==> config.mk <==
export PLATFORM = sky130hd
export DESIGN_NAME = dma_arbiter
export DESIGN_NICKNAME = d
export VERILOG_FILES = /design/src/rtl/cnn_pkg.sv /design/src/rtl/rr_picker.sv /design/src/rtl/dma_arbiter.sv
export SDC_FILE = /design/constraint.sdc
export NUM_CORES = 1
export LEC_CHECK = 0
export BUFFER_PORTS_ARGS = -buffer_cell sky130_fd_sc_hd__buf_2
export CAP_MARGIN = 10
export CORE_MARGIN = 3
export CORE_UTILIZATION = 35
export CTS_BUF_LIST = sky130_fd_sc_hd__clkbuf_4 sky130_fd_sc_hd__clkbuf_8 sky130_fd_sc_hd__clkbuf_16
export CTS_CLUSTER_SIZE = 25
export DETAILED_ROUTE_END_ITERATION = 12
export HOLD_SLACK_MARGIN = 0.12
export PLACE_DENSITY = 0.67
export SYNTH_ARGS = -nofsm -noshare
export SYNTH_HDL_FRONTEND = slang
export SYNTH_SLANG_ARGS = --single-unit
export TNS_END_PERCENT = 20
==> constraint.sdc <==
create_clock -name clk -period 5.85 [get_ports clk]
set_clock_uncertainty 0.1 [all_clocks]
set_input_delay 0.8775 -clock clk [delete_from_list [all_inputs] [get_ports clk]]
set_output_delay 0.8775 -clock clk [all_outputs]
set_load 0.1 [all_outputs]
==> src/rtl/cnn_pkg.sv <==
// rtl/cnn_pkg.sv - shared CNN datapath constants, requester indices and arbiter state type
package cnn_pkg;

    localparam int MEM_ADDR_SIZE = 20;
    localparam int DATA_SIZE     = 16;

    localparam int REQ_CTRL = 0;
    localparam int REQ_POOL = 1;
    localparam int REQ_CONV = 2;

    typedef enum logic [1:0] {
        IDLE,
        BUSY,
        DONE
    } arb_state_t;

endpackage

==> src/rtl/rr_picker.sv <==
// rtl/rr_picker.sv - combinational round-robin priority encoder starting after the last grant
module rr_picker #(
    parameter int NUM_REQ = 3,
    parameter int IDX_W   = $clog2(NUM_REQ)
) (
    input  logic [NUM_REQ-1:0] req_valid,
    input  logic [IDX_W-1:0]   last_grant,
    output logic [NUM_REQ-1:0] pick,
    output logic [IDX_W-1:0]   pick_idx
);

    logic [IDX_W-1:0] cand;
    logic             found;

    // Walk (last_grant+1 .. last_grant+NUM_REQ) mod NUM_REQ; the previous winner is checked last.
    always_comb begin
        pick     = '0;
        pick_idx = '0;
        cand     = '0;
        found    = 1'b0;
        for (int i = 1; i <= NUM_REQ; i++) begin
            cand = IDX_W'((int'(last_grant) + i) % NUM_REQ);
            if (!found && req_valid[cand]) begin
                found       = 1'b1;
                pick[cand]  = 1'b1;
                pick_idx    = cand;
            end
        end
    end

endmodule

==> src/rtl/dma_arbiter.sv <==
// rtl/dma_arbiter.sv - round-robin owner of the single DMA port with completion/timeout return
module dma_arbiter #(
    parameter int NUM_REQ        = 3,
    parameter int MEM_ADDR_SIZE  = cnn_pkg::MEM_ADDR_SIZE,
    parameter int TIMEOUT_CYCLES = 1024
) (
    input  logic                                    clk,
    input  logic                                    reset,
    input  logic [NUM_REQ-1:0]                      reqValid,
    input  logic [NUM_REQ-1:0][MEM_ADDR_SIZE-1:0]   reqAddr,
    input  logic [NUM_REQ-1:0]                      reqRW,
    output logic [NUM_REQ-1:0]                      reqGrant,
    output logic [NUM_REQ-1:0]                      reqDone,
    output logic [NUM_REQ-1:0]                      reqErr,
    output logic                                    dmaEnable,
    output logic [MEM_ADDR_SIZE-1:0]                address,
    output logic                                    dmaRWSignal,
    input  logic                                    opDone
);

    localparam int IDX_W = $clog2(NUM_REQ);
    localparam int CNT_W = $clog2(TIMEOUT_CYCLES);
    localparam logic [CNT_W-1:0] CNT_LAST = CNT_W'(TIMEOUT_CYCLES - 1);
    localparam logic [IDX_W-1:0] IDX_LAST = IDX_W'(NUM_REQ - 1);

    cnn_pkg::arb_state_t        state_q, state_d;
    logic [IDX_W-1:0]           last_grant_q, last_grant_d;
    logic [NUM_REQ-1:0]         req_grant_q, req_grant_d;
    logic [NUM_REQ-1:0]         req_done_q, req_done_d;
    logic [NUM_REQ-1:0]         req_err_q, req_err_d;
    logic                       dma_enable_q, dma_enable_d;
    logic [MEM_ADDR_SIZE-1:0]   address_q, address_d;
    logic                       dma_rw_q, dma_rw_d;
    logic [CNT_W-1:0]           timer_q, timer_d;

    logic [NUM_REQ-1:0]         pick;
    logic [IDX_W-1:0]           pick_idx;

    rr_picker #(
        .NUM_REQ (NUM_REQ),
        .IDX_W   (IDX_W)
    ) u_rr_picker (
        .req_valid  (reqValid),
        .last_grant (last_grant_q),
        .pick       (pick),
        .pick_idx   (pick_idx)
    );

    always_comb begin
        state_d      = state_q;
        last_grant_d = last_grant_q;
        req_grant_d  = req_grant_q;
        req_done_d   = '0;
        req_err_d    = '0;
        dma_enable_d = dma_enable_q;
        address_d    = address_q;
        dma_rw_d     = dma_rw_q;
        timer_d      = timer_q;

        case (state_q)
            cnn_pkg::IDLE: begin
                if (|reqValid) begin
                    address_d    = reqAddr[pick_idx];
                    dma_rw_d     = reqRW[pick_idx];
                    req_grant_d  = pick;
                    last_grant_d = pick_idx;
                    dma_enable_d = 1'b1;
                    timer_d      = '0;
                    state_d      = cnn_pkg::BUSY;
                end
            end

            cnn_pkg::BUSY: begin
                if (timer_q != CNT_LAST) begin
                    timer_d = timer_q + 1'b1;
                end
                // A completion on the timeout edge still counts as a clean finish.
                if (opDone) begin
                    dma_enable_d = 1'b0;
                    req_done_d   = req_grant_q;
                    state_d      = cnn_pkg::DONE;
                end else if (timer_q == CNT_LAST) begin
                    dma_enable_d = 1'b0;
                    req_done_d   = req_grant_q;
                    req_err_d    = req_grant_q;
                    state_d      = cnn_pkg::DONE;
                end
            end

            cnn_pkg::DONE: begin
                req_grant_d = '0;
                state_d     = cnn_pkg::IDLE;
            end

            default: begin
                req_grant_d  = '0;
                dma_enable_d = 1'b0;
                state_d      = cnn_pkg::IDLE;
            end
        endcase
    end

    always_ff @(posedge clk or posedge reset) begin
        if (reset) begin
            state_q      <= cnn_pkg::IDLE;
            last_grant_q <= IDX_LAST;
            req_grant_q  <= '0;
            req_done_q   <= '0;
            req_err_q    <= '0;
            dma_enable_q <= 1'b0;
            address_q    <= '0;
            dma_rw_q     <= 1'b1;
            timer_q      <= '0;
        end else begin
            state_q      <= state_d;
            last_grant_q <= last_grant_d;
            req_grant_q  <= req_grant_d;
            req_done_q   <= req_done_d;
            req_err_q    <= req_err_d;
            dma_enable_q <= dma_enable_d;
            address_q    <= address_d;
            dma_rw_q     <= dma_rw_d;
            timer_q      <= timer_d;
        end
    end

    assign reqGrant    = req_grant_q;
    assign reqDone     = req_done_q;
    assign reqErr      = req_err_q;
    assign dmaEnable   = dma_enable_q;
    assign address     = address_q;
    assign dmaRWSignal = dma_rw_q;

endmodule

==> results.py <==
metrics = {
    "detailed_routing": {
        "dr.pass1.iters": 4,
        "vias": 2524,
        "wl_um": 7300,
        "drc": 0,
        "ant_nets": 0,
        "viasPerCell": 5.31,
        "first_iter_violations": 197,
        "wire_per_inst_um": 15.4,
    },
    "synthesis": {
        "yosysUniqueCellTypes": 48,
        "yosysMostFrequentCell": "dfrtp_1",
        "synthMuxAreaShare_pct": 11.0,
        "yosys_warnings": 0,
        "synth_xor_area_share_pct": 1.61,
        "syn_inst": 287,
        "syn_nets": 361,
        "synth_compound_gate_area_share_pct": 24.4,
        "ys_seq_area_share_pct": 41.6,
        "synth_edf_count": 0,
        "ys_ff_latch": 45,
        "synthTopCellsByArea": "dfrtp_1 40%, mux2_2 7.5%, o21ai_0 5.5%",
        "synth_area_um2": 2710,
        "synth_top_family_by_area": "compound AO/OA/AOI/OAI gates",
        "yosysTopAreaCellShare_pct": 39.6,
        "yosys-top-cells-count": "43 x dfrtp_1, 30 x o21ai_0, 26 x a21oi_1",
        "synthArstFlopShare_pct": 100,
        "synth_area_leader_cell": "dfrtp_1",
        "synth_top_flop_cell": "dfrtp_1",
        "synth_fa_ha_area_share_pct": 2.31,
        "synth_area_per_cell_um2": 9.46,
        "yosys.area_share.simple_pct": 13.8,
    },
    "timing": {
        "drv_slew": 0,
        "tns_ps": 0,
        "final.min_clock_period_ps": 3550,
        "rsz0062_at_grt": "no",
        "maxSlewHeadroom_pct": 34.5,
        "min_period_over_period_pct": 60.6,
        "max_freq_mhz": 282,
        "worst_pin_slew_ps": 983,
        "finalHoldViolCount": 0,
        "setup_viol": 0,
    },
    "global_route": {
        "track_usage_pct": 16.8,
        "grt.met1_usage_pct": 21.6,
        "antenna_found_initial": 0,
        "grtUsageMet2_pct": 27.9,
        "grt_util_met3_pct": 4.17,
        "gr-max-usage-layer": "met2",
        "grt_pass1_wl_um": 11900,
        "grt_overflow": 0,
        "grt_max_degree": 46,
        "grt_pass1_vias": 2571,
    },
    "placement": {
        "place.gp.congestion": 0.846,
        "dp_hpwl_um": 5350,
        "port_buffers": 99,
        "dp_cells": 467,
    },
    "worst_setup_path": {
        "critPathCapture": "address[3]$_DFFE_PP0P_",
        "cp-end-kind": "register",
        "crit_type": "in2reg",
        "r2r_slack_ps": 2410,
        "critPathLaunch": "reqValid[0]",
        "reg2regPathDepth": 6,
        "crit_fanout": 22,
        "crit_required_ps": 5870,
        "timing.rr.end": "address[3]$_DFFE_PP0P_",
        "startpoint_type": "primary input",
        "r2r_start": "last_grant_q[1]$_DFFE_PP1P_",
        "cp_data_arrival_time_ps": 3570,
    },
    "floorplan": {
        "fp-row-count": 31,
        "initial_core_util_pct": 36.8,
        "die_w_um": 94.1,
        "die_h_um": 94.1,
        "core_um2": 7370,
        "io_pins": 100,
        "die_area_um2": 8850,
    },
    "finish": {
        "n_antenna_cell": 0,
        "fill_cells": 747,
        "layout.nets": 449,
        "syn_to_final_growth_pct": 24.7,
        "drive_gt1_share_pct": 37.2,
        "final_cells": 475,
    },
    "clock_network": {
        "cts-root-buf": "clkbuf_8",
        "ctsHoldBuffers": 0,
        "cts_max_level": 2,
        "cts_buffers": 5,
        "cts_num_sinks": 45,
        "path_clk_slew_ps": 80,
        "cts_tree": "built",
        "clk_path_buf_depth": 2,
        "cts_setup_buffers": 0,
        "insertion_delay_ps": 300,
        "post_cts_resize_count": 0,
    },
    "worst_hold_path": {
        "hold_class": "reg2reg",
    },
    "status": {
        "outcome": "finished, final reports clean",
    },
    "job": {
        "max_cap_violations": 0,
    },
}
worst max-delay path, stage by stage:
cell and delay, ps:
buf_2 140, nor3_1 110, or3_1 660, a21oi_2 830
and2_1 750, a31oi_1 180
logic make-up (layout without fill, tap and decap cells):
| group | after synthesis | in the layout |
|---|---|---|
| fa+ha+maj | 5 | 5 |
| simple gates | 71 | 71 |
| flops | 45 | 45 |
| compound gates | 104 | 104 |
| xor+xnor | 5 | 5 |
| mux | 27 | 27 |
| buf+inv | 30 | 119 |
final cells by class:
cell class	count	area [µm²]	area share [%]
clock inverter	1	30.0	0.887
tap	99	124	3.66
inverter	9	33.8	0.998
sequential	45	1130	33.3
multi-input combinational	212	1460	43.1
timing repair buffer	102	518	15.3
clock buffer	7	90.1	2.66
per-stage QoR:
stage / setup WS (ps) / hold WS [ps] / cell area, µm² / util (%)
2_1_floorplan: 3570 / 394 / 2710 / -
3_3_place_gp: 2130 / 389 / 3260 / 44.3
3_5_place_dp: 1980 / 394 / 3260 / 44.3
4_1_cts: 2300 / 413 / 3380 / 45.9
5_1_grt: 2070 / 446 / 3380 / 45.9
6_report: 2300 / 400 / 3380 / 45.9
sequential cells by signal (all words and copies together), names as in the netlist:
name          count
last_grant_q      2
reqDone           3
reqGrant          3
reqErr            3
address          20
dmaRWSignal       1
state_q           2
timer_q          10
dmaEnable         1
layout by cell type, fill, tap and decap left out, drive strengths merged, types with 4 or more instances in the layout:
master	synthesis	layout
a31oi	22	22
clkbuf	6	7
and2	7	7
o21ai	31	31
nor2	9	9
dfrtp	43	43
mux2	22	22
xnor2	5	5
nand2	10	10
nand2b	4	4
inv	9	9
buf	15	102
mux2i	5	5
nand3	25	25
a21oi	28	28
nor3	4	4
ha	5	5
worst min-delay path by stage:
stage	startpoint	to	slack, ps	cells after the start
final	dmaEnable$_DFFE_PP0P_	dmaEnable$_DFFE_PP0P_	400	1
after global routing	dmaEnable$_DFFE_PP0P_	dmaEnable$_DFFE_PP0P_	450	1
after CTS	dmaEnable$_DFFE_PP0P_	dmaEnable$_DFFE_PP0P_	410	1
after detailed placement	dmaEnable$_DFFE_PP0P_	dmaEnable$_DFFE_PP0P_	390	1
after global placement	dmaEnable$_DFFE_PP0P_	dmaEnable$_DFFE_PP0P_	390	1
after floorplan	timer_q[1]$_DFFE_PP0P_	timer_q[1]$_DFFE_PP0P_	390	2
layer usage:
layer | vias up | part of all wire (%)
li1 | 1240 | -
met1 | 1176 | 45
met2 | 98 | 47
met3 | 10 | 6.7
met4 | 0 | 1.3
met5 | - | 0
Power is not shown: default switching activity piles up to over one toggle a cycle in this logic, so the estimate is an artifact.
